`config.mk`:
```
export PLATFORM = sky130hd
export DESIGN_NAME = fetch_ctrl
export DESIGN_NICKNAME = d
export VERILOG_FILES = /design/src/rtl/fetch_pkg.sv /design/src/rtl/fetch_queue.sv /design/src/rtl/fetch_ctrl.sv
export SDC_FILE = /design/constraint.sdc
export NUM_CORES = 1
export LEC_CHECK = 0
export ABC_AREA = 1
export BUFFER_PORTS_ARGS = -buffer_cell sky130_fd_sc_hd__buf_2
export CORE_MARGIN = 1
export CORE_UTILIZATION = 45
export DETAILED_ROUTE_END_ITERATION = 8
export GPL_TIMING_DRIVEN = 0
export PLACE_DENSITY = 0.72
export RECOVER_POWER = 25
export SKIP_LAST_GASP = 1
export SLEW_MARGIN = 20
export SYNTH_ARGS = -nofsm -noshare
export SYNTH_HDL_FRONTEND = slang
export SYNTH_SLANG_ARGS = --single-unit
```
`constraint.sdc`:
```
create_clock -name clk -period 3.4 [get_ports clk]
set_input_delay 0.17 -clock clk [delete_from_list [all_inputs] [get_ports clk]]
set_output_delay 0.17 -clock clk [all_outputs]
set_load 0.02 [all_outputs]
```
`src/rtl/fetch_pkg.sv`:
```
// Shared types for the instruction fetch controller.
// Fetch FSM states, queue depth and queue entry layout.
package fetch_pkg;

  localparam int FQ_DEPTH = 2;

  typedef enum logic [1:0] {
    FETCH = 2'd0,
    WAIT  = 2'd1,
    DRAIN = 2'd2
  } fetch_state_t;

  typedef struct packed {
    logic [31:0] pc;
    logic [31:0] instr;
  } fetch_entry_t;

endpackage

```
`src/rtl/fetch_queue.sv`:
```
// Two-entry FIFO of fetched instructions with flush.
// Storage is cleared on reset so the head reads as zero.
module fetch_queue
  import fetch_pkg::*;
(
  input  logic         clk,
  input  logic         reset,
  input  logic         push,
  input  fetch_entry_t push_data,
  input  logic         pop,
  input  logic         flush,
  output fetch_entry_t head,
  output logic [1:0]   count
);

  fetch_entry_t mem [FQ_DEPTH];
  logic         wr_ptr;
  logic         rd_ptr;
  logic         do_push;
  logic         do_pop;

  assign do_push = push && (count != 2'(FQ_DEPTH));
  assign do_pop  = pop && (count != 2'd0);
  assign head    = mem[rd_ptr];

  always_ff @(posedge clk or posedge reset) begin
    if (reset) begin
      for (int i = 0; i < FQ_DEPTH; i++) begin
        mem[i] <= '0;
      end
      wr_ptr <= 1'b0;
      rd_ptr <= 1'b0;
      count  <= 2'd0;
    end else if (flush) begin
      wr_ptr <= 1'b0;
      rd_ptr <= 1'b0;
      count  <= 2'd0;
    end else begin
      if (do_push) begin
        mem[wr_ptr] <= push_data;
        wr_ptr      <= ~wr_ptr;
      end
      if (do_pop) begin
        rd_ptr <= ~rd_ptr;
      end
      count <= count + {1'b0, do_push} - {1'b0, do_pop};
    end
  end

endmodule

```
`src/rtl/fetch_ctrl.sv`:
```
// Instruction fetch controller: one outstanding imem request,
// redirect handling and a 2-entry queue towards decode.
module fetch_ctrl
  import fetch_pkg::*;
(
  input  logic        clk,
  input  logic        reset,
  input  logic [31:0] pc,
  output logic [31:0] pc_next,
  input  logic        redirect_valid,
  input  logic [31:0] redirect_target,
  output logic        imem_req_valid,
  input  logic        imem_req_ready,
  output logic [31:0] imem_addr,
  input  logic        imem_rvalid,
  input  logic [31:0] imem_rdata,
  output logic        dec_valid,
  input  logic        dec_ready,
  output logic [31:0] dec_instr,
  output logic [31:0] dec_pc
);

  fetch_state_t state;
  fetch_state_t state_n;
  logic [31:0]  pc_tag;
  logic [1:0]   count;
  fetch_entry_t head;
  fetch_entry_t push_data;
  logic         accept;
  logic         push;
  logic         pop;

  assign imem_req_valid = !reset && (state == FETCH)
                       && (count < 2'(FQ_DEPTH))
                       && !redirect_valid;
  assign accept    = imem_req_valid && imem_req_ready;
  assign imem_addr = pc;

  assign push = (state == WAIT) && imem_rvalid
             && !redirect_valid;
  assign pop  = dec_valid && dec_ready;

  // Tag holds the fall-through address; entries record the
  // instruction's own PC.
  assign push_data = '{pc: pc_tag - 32'd4, instr: imem_rdata};

  assign dec_valid = (count != 2'd0);
  assign dec_instr = head.instr;
  assign dec_pc    = head.pc;

  always_comb begin
    pc_next = pc;
    if (!reset) begin
      if (redirect_valid) begin
        pc_next = {redirect_target[31:2], 2'b00};
      end else if (accept) begin
        pc_next = pc + 32'd4;
      end
    end
  end

  always_comb begin
    state_n = state;
    unique case (state)
      FETCH: if (accept) state_n = WAIT;
      WAIT: begin
        if (imem_rvalid) begin
          state_n = FETCH;
        end else if (redirect_valid) begin
          state_n = DRAIN;
        end
      end
      DRAIN: if (imem_rvalid) state_n = FETCH;
      default: state_n = FETCH;
    endcase
  end

  always_ff @(posedge clk or posedge reset) begin
    if (reset) begin
      state  <= FETCH;
      pc_tag <= '0;
    end else begin
      state <= state_n;
      if (accept) begin
        pc_tag <= pc + 32'd4;
      end
    end
  end

  fetch_queue u_queue (
    .clk       (clk),
    .reset     (reset),
    .push      (push),
    .push_data (push_data),
    .pop       (pop),
    .flush     (redirect_valid),
    .head      (head),
    .count     (count)
  );

endmodule

```
==> results of run 1 <==
-- cells in the final DEF (no fill, tap or decap), types with 4 or more instances in the layout --
cell / n
a21oi_1: 29
buf_1: 4
buf_2: 210
buf_4: 38
buf_6: 8
clkbuf_1: 63
clkbuf_16: 17
clkbuf_8: 4
dfrtp_1: 166
dlygate4sd3_1: 33
ha_1: 4
inv_1: 116
nand2_1: 597
nand3_1: 51
nor2_1: 145
nor2_2: 5
o21ai_0: 126
o21ai_1: 18
o21bai_1: 8
xor2_1: 30
-- area by class of cell --
type                    count  area (um^2)
clock buffers              22          484
flip-flops and latches    166         4150
inverters                 120          463
well taps                 275          344
clock inverters            10          119
fillers                  2075         9010
plain buffers              94          574
repair buffers            262         1440
multi-input cells        1038         4500
-- per-layer routing --
| metal | GRT usage (%) | part of all wire, % | up-vias |
|---|---|---|---|
| met1 | 33.0 | 45 | 4476 |
| met5 | 0 | 0 | - |
| met3 | 3.68 | 5.1 | 25 |
| met2 | 46.2 | 49 | 303 |
| met4 | 7.06 | 1.2 | 0 |
| li1 | - | - | 4932 |
-- repair_timing --
item | in CTS | in global routing
endpoints found under the hold margin | 106 | 0
resized for setup | 0 | 0
hold buffers | 33 | 0
-- metrics by stage --
stage,instances,area (um^2)
4_1_cts,1987,12100
3_5_place_dp,1922,11200
3_3_place_gp,1921,11200
5_1_grt,1987,12100
2_1_floorplan,1418,9690
6_report,1987,12100
-- tightest hold or removal path: stages --
cell and delay [ns]:
buf_2 0.07, inv_1 0.05, o21ai_1 0.12
-- worst min path at each step --
| stage | start | endpoint | slack [ns] | depth (start not counted) |
|---|---|---|---|---|
| global placement | imem_rdata[27] | u_queue.mem[27] | 0.39 | 3 |
| global route | pc[1] | pc_tag[1] | 0.04 | 3 |
| CTS | imem_rdata[31] | u_queue.mem[95] | 0.02 | 3 |
| floorplan | imem_rvalid | state[1] | 0.26 | 1 |
| finish | imem_rdata[31] | u_queue.mem[95] | 0.02 | 3 |
| detailed placement | reset | pc_tag[4] | 0.22 | 2 |
-- power groups by stage --
stage | logic (mW) | registers [mW] | clock network, mW
global route | 3.97 | 3.06 | 2.07
floorplan | 2.40 | 2.92 | 0
finish | 3.57 | 2.99 | 1.96
global placement | 3.49 | 2.99 | 0
CTS | 3.59 | 2.99 | 1.98
detailed placement | 3.54 | 3.02 | 0
-- registers in the layout, indices dropped and copies added (netlist names) --
signal / cells
u_queue.wr_ptr: 1
u_queue.count: 2
state: 2
pc_tag: 32
u_queue.rd_ptr: 1
u_queue.mem: 128
-- cells by family (layout without fill, tap and decap cells) --
| family | count (synthesis) | in the layout | synth area share, % |
|---|---|---|---|
| xor+xnor | 31 | 31 | 2.80 |
| simple gates | 816 | 816 | 33.2 |
| compound gates | 187 | 187 | 9.96 |
| buf+inv | 214 | 508 | 10.6 |
| fa+ha+maj | 4 | 4 | 0.517 |
| flops | 166 | 166 | 42.9 |
==> out/qor.yml, run 1 <==
synth_nets: 1524
clkLatencyLatePin_ns: 0.43
cts_buffer_depth: 2
critical_path.top_delay_family: "buffers and inverters"
p_sw_share_pct: 42.0
fin_util_pct: 57.3
ctsHtreeMaxLevel: 4
synth-edff-count: 0
netlist_area_um2: 9680
core_um2: 21100
clkTransAtPathRegs_ns: 0.06
start_util_pct: 45.9
synthTopCellsByCount: "nand2_1 (597), dfrtp_1 (166), nor2_1 (145), o21ai_0 (126), inv_1 (116)"
power.total_mw: 8.51
path_class: "input port to output port"
finalCriticalPeriod_ns: 2.79
syn_to_final_growth_pct: 24.7
hold_class: "input port to flop"
clkSinkCount: 166
critPathCaptureType: "output port"
antenna_found_initial: 0
grt_util_all_layers_pct: 26.1
post-dp-hpwl_mm: 21.2
vias_per_cell: 4.90
worst_slack_ns: 0.608
hold_violations: 0
critPathBufInv: 5
regToRegSetupSlack_ns: 1.53
grt_pass1_vias: 9243
dieArea_um2: 22100
num_rows: 53
p_comb_share_pct: 41.9
startpoint: "reset"
numCtsBuffers: 17
ys_ff_latch: 166
yosysTopAreaCellShare_pct: 42.9
layout.nets: 1805
ios: 232
crit_end: "pc_next[2]"
power_switching_mw: 3.58
synth_warnings: 0
vdd_drop_max_v: 0.000475
wl_per_cell_um: 14.1
reg2reg_depth: 8
gp_congestion: 0.906
path_cells: "dlygate4sd3_1, clkbuf_1, inv_12, nand2_1, nor3_2, nand2_2, buf_2, nor2_1, nor2_1, o22ai_1, buf_2"
path_max_fanout: 53
drive_above_1_share_pct: 17.9
drc: 0
synth.distinct_cells: 35
postCtsSetupBuffers: 0
portBuffers: 228
fp.dieH_um: 149
worstSetupStartpointType: "input port"
wl_mm: 28.1
slew-limit-headroom_pct: -12.6
outcome: "finished with violations"
critPathRequiredTime_ns: 3.23
regToRegStartpoint: "pc_tag[2]"
rsz0062_at_grt: "false"
cp.depth: 11
violations: "capacitance limit, slew limit"
setup_tns_ns: 0
place_ws_ns: 1.26
async_flop_share_pct: 100
synthTopCellsByArea: "dfrtp_1 (43%), nand2_1 (23%), o21ai_0 (6.5%), nor2_1 (5.6%), inv_1 (4.5%)"
slowest_stage: "dlygate4sd3_1"
grt_pass1_wl_mm: 45.3
cts_tree: "yes"
route.vias.total: 9736
seq_area_frac_synth_pct: 42.9
grt_max_degree: 124
crit_path_max_incr_delay_ns: 0.53
grt-ovfl-total: 0
clkPwrFrac_pct: 23.0
setup_violations: 0
cellLeakagePower_nw: 6.36
slew_viol_final: 124
skew_ns: 0.00863
cap_violations: 1
antenna_cells: 0
antenna_left: 0
syn_avg_cell_area_um2: 6.83
tightest_slew_ns: 1.69
internal-power_mw: 4.93
drt-initial-drc-count: 539
synth_largest_area_cell: "dfrtp_1"
final.period_utilization_pct: 82.1
cts_root_buf: "clkbuf_16"
powerDensity_nw_per_um2: 704
hold_slack_ns: 0.0216
netlist_instances: 1418
die_w_um: 149
ys.flop_type: "dfrtp_1"
fmax_ghz: 0.358
crit_arrival_ns: 2.62
synth_most_common_cell: "nand2_1"
first_pass_iters: 5
power_frac_seq_pct: 35.1
reg2reg_to: "u_queue.mem[120]"
No activity file was read; power rests on OpenSTA's default activity.
==> run 2: changes to the inputs <==
Settings changed: ABC_AREA 1 to 0.
Clock period 3.4 ns to 2.4 ns, I/O delays scaled along.
==> run 2 against run 1 <==
  * The flow finishes with violations (setup timing)
  * Synthesized area fell by 4.7%
  * Critical endpoint is now pc_next[26]
  * Synthesized cell count fell by 37%
  * Sequential cell count did not move
  * Largest cell class unchanged
==> out/qor.yml, run 2 <==
violations: "setup timing"
cts_root_buf: "clkbuf_16"
tightest_slew_ns: 0.824
vdd_drop_max_v: 0.000531
post_dp_cell_area_um2: 10700
syn_avg_cell_area_um2: 10.3
hold_violations: 0
clkTransAtPathRegs_ns: 0.06
portBuffers: 217
regArea_um2: 4160
synth_most_common_cell: "dfrtp_1"
fmax_ghz: 0.375
route.vias.total: 7642
internal-power_mw: 7.45
fin_area_um2: 11800
post-dp-hpwl_mm: 17.6
multi_input_area_um2: 4560
finalCriticalPeriod_ns: 2.66
netlist_area_um2: 9230
synth-edff-count: 0
antenna_left: 0
dieArea_um2: 21100
die_w_um: 145
layout.nets: 1280
layout_commonest_cell: "buf_2"
largest_registers: "u_queue.mem x128, pc_tag x32"
netlist_instances: 896
grt_util_all_layers_pct: 23.9
core_um2: 20200
wl_mm: 24.7
wl_per_cell_um: 17.0
power_frac_seq_pct: 36.8
final.period_utilization_pct: 111
most-common-layout-cells: "buf_2 (191), dfrtp_1 (165), mux2_2 (135)"
place_inst: 1383
cellLeakagePower_nw: 5.50
cts_buffer_depth: 2
clkPwrFrac_pct: 22.3
ctsHtreeMaxLevel: 4
setup_violations: 24
synth_largest_area_cell: "dfrtp_1"
slew_viol_final: 0
synthTopCellsByCount: "dfrtp_1 (166), mux2_2 (135), nand2_1 (85), o21ai_0 (54), a21oi_1 (50)"
ios: 232
drive_above_1_share_pct: 39.9
synth.distinct_cells: 55
antenna_found_initial: 0
vias_per_cell: 5.25
clkLatencyLatePin_ns: 0.43
grt_pass1_vias: 7635
p_comb_share_pct: 40.9
p_sw_share_pct: 37.7
clkSinkCount: 166
grt_max_degree: 176
num_rows: 52
syn_to_final_growth_pct: 28.0
power_switching_mw: 4.51
synth_warnings: 0
rsz0062_at_grt: "true"
cts_tree: "yes"
critPathRequiredTime_ns: 2.28
yosysTopAreaCellShare_pct: 45.0
synthTopCellsByArea: "dfrtp_1 (45%), mux2_2 (16%), xnor2_1 (4.1%), nand2_1 (3.5%), xor2_1 (3.4%)"
numCtsBuffers: 17
grt-ovfl-total: 0
ys_ff_latch: 166
critPathCaptureType: "output port"
hold_slack_ns: 0.0303
cap_violations: 0
antenna_cells: 0
place_ws_ns: 0.0471
hold_class: "input port to flop"
ys.flop_type: "dfrtp_1"
start_util_pct: 45.8
outcome: "finished with violations"
fp.dieH_um: 145
stdcell_count: 1457
skew_ns: 0.00692
gp_congestion: 0.875
power.total_mw: 12.0
first_pass_iters: 5
drt-initial-drc-count: 263
crit_arrival_ns: 2.54
seq_area_frac_synth_pct: 45.0
slew-limit-headroom_pct: 44.6
grt_pass1_wl_mm: 39.8
largest_reg_flops: 128
worst_slack_ns: -0.264
fillCellCount: 1722
drc: 0
largest_register: "u_queue.mem"
powerDensity_nw_per_um2: 1010
path_max_fanout: 6
async_flop_share_pct: 100
worstSetupStartpointType: "flop"
path_class: "flop to output port"
regToRegSetupSlack_ns: 0.24
synth_nets: 1002
==> run 2: changes by cell type in the layout (fill, tap and decap cells not counted), moves of 20 or more <==
cell,delta
o21ai_0,-75
nor2_1,-97
o22ai_1,+20
nand3_1,-33
a21oi_1,+20
inv_1,-106
mux2_2,+135
nand2_1,-517
buf_4,+20
xnor2_1,+42
==> run 2: area by class of cell <==
| type | instances | share of cell area (%) |
|---|---|---|
| Tap cell | 270 | 2.86 |
| Multi-Input combinational cell | 627 | 38.5 |
| Inverter | 12 | 0.381 |
| Clock buffer | 23 | 4.04 |
| Sequential cell | 166 | 35.2 |
| Buffer | 91 | 5.12 |
| Timing Repair Buffer | 259 | 13.1 |
| Clock inverter | 9 | 0.847 |
==> run 2: stage by stage <==
step | util, % | setup TNS (ns)
detailed placement | 52.9 | 0
global placement | 52.9 | 0
CTS | 58.4 | -2.65
finish | 58.6 | -3.42
floorplan | - | 0
global route | 58.6 | -6.01
==> run 2: logic make-up after synthesis <==
kind of cell | Yosys count | synth area share [%]
fa+ha+maj | 4 | 0.542
flops | 166 | 45.0
xor+xnor | 79 | 7.49
compound gates | 158 | 9.42
buf+inv | 103 | 6.48
simple gates | 251 | 14.6
mux | 135 | 16.5
==> run 2: final timing paths <==
check / from / endpoint / cells past startpoint
min in group asynchronous: reset / pc_tag[13] / 3
max in group asynchronous: reset / u_queue.mem[91] / 3
max: u_queue.count[1] / pc_next[26] / 7
min reg2reg: u_queue.mem[114] / u_queue.mem[114] / 2
max reg2reg: state[1] / u_queue.mem[2] / 6
min: pc[7] / pc_tag[7] / 3
==> run 2: worst max-delay path, stage by stage (launching register included) <==
cell	delay (ns)
dfrtp_2	0.44
nor4_4	0.40
and2_1	0.19
clkbuf_8	0.14
nand4_1	0.16
or3_1	0.37
a31oi_1	0.22
buf_4	0.18
==> run 2: per-layer routing <==
| layer | wire [um] | GRT usage (%) | up-vias | share of wire, % |
|---|---|---|---|---|
| met4 | 564 | 9.11 | 0 | 2.3 |
| met3 | 1420 | 4.78 | 42 | 5.7 |
| met5 | 0 | 0 | - | 0 |
| met2 | 12100 | 41.4 | 291 | 49 |
| met1 | 10600 | 29.4 | 3641 | 43 |
| li1 | - | - | 3668 | - |
==> run 2: what timing repair did <==
action / in CTS / in global routing
endpoints found under the hold margin: 68 / 0
hold buffers: 35 / 0
gates resized for setup: 41 / 21
endpoints found under the setup margin: 80 / 101
pin swaps: 11 / 13
setup buffers: 4 / 2
cloned: 1 / 0
==> run 2: power by group through the flow <==
stage	registers, mW	clock network, mW	logic (mW)
6_report	4.40	2.67	4.90
5_1_grt	4.52	2.85	5.29
4_1_cts	4.38	2.71	4.89
3_5_place_dp	4.43	0	4.75
3_3_place_gp	4.37	0	4.69
2_1_floorplan	4.23	0	3.44
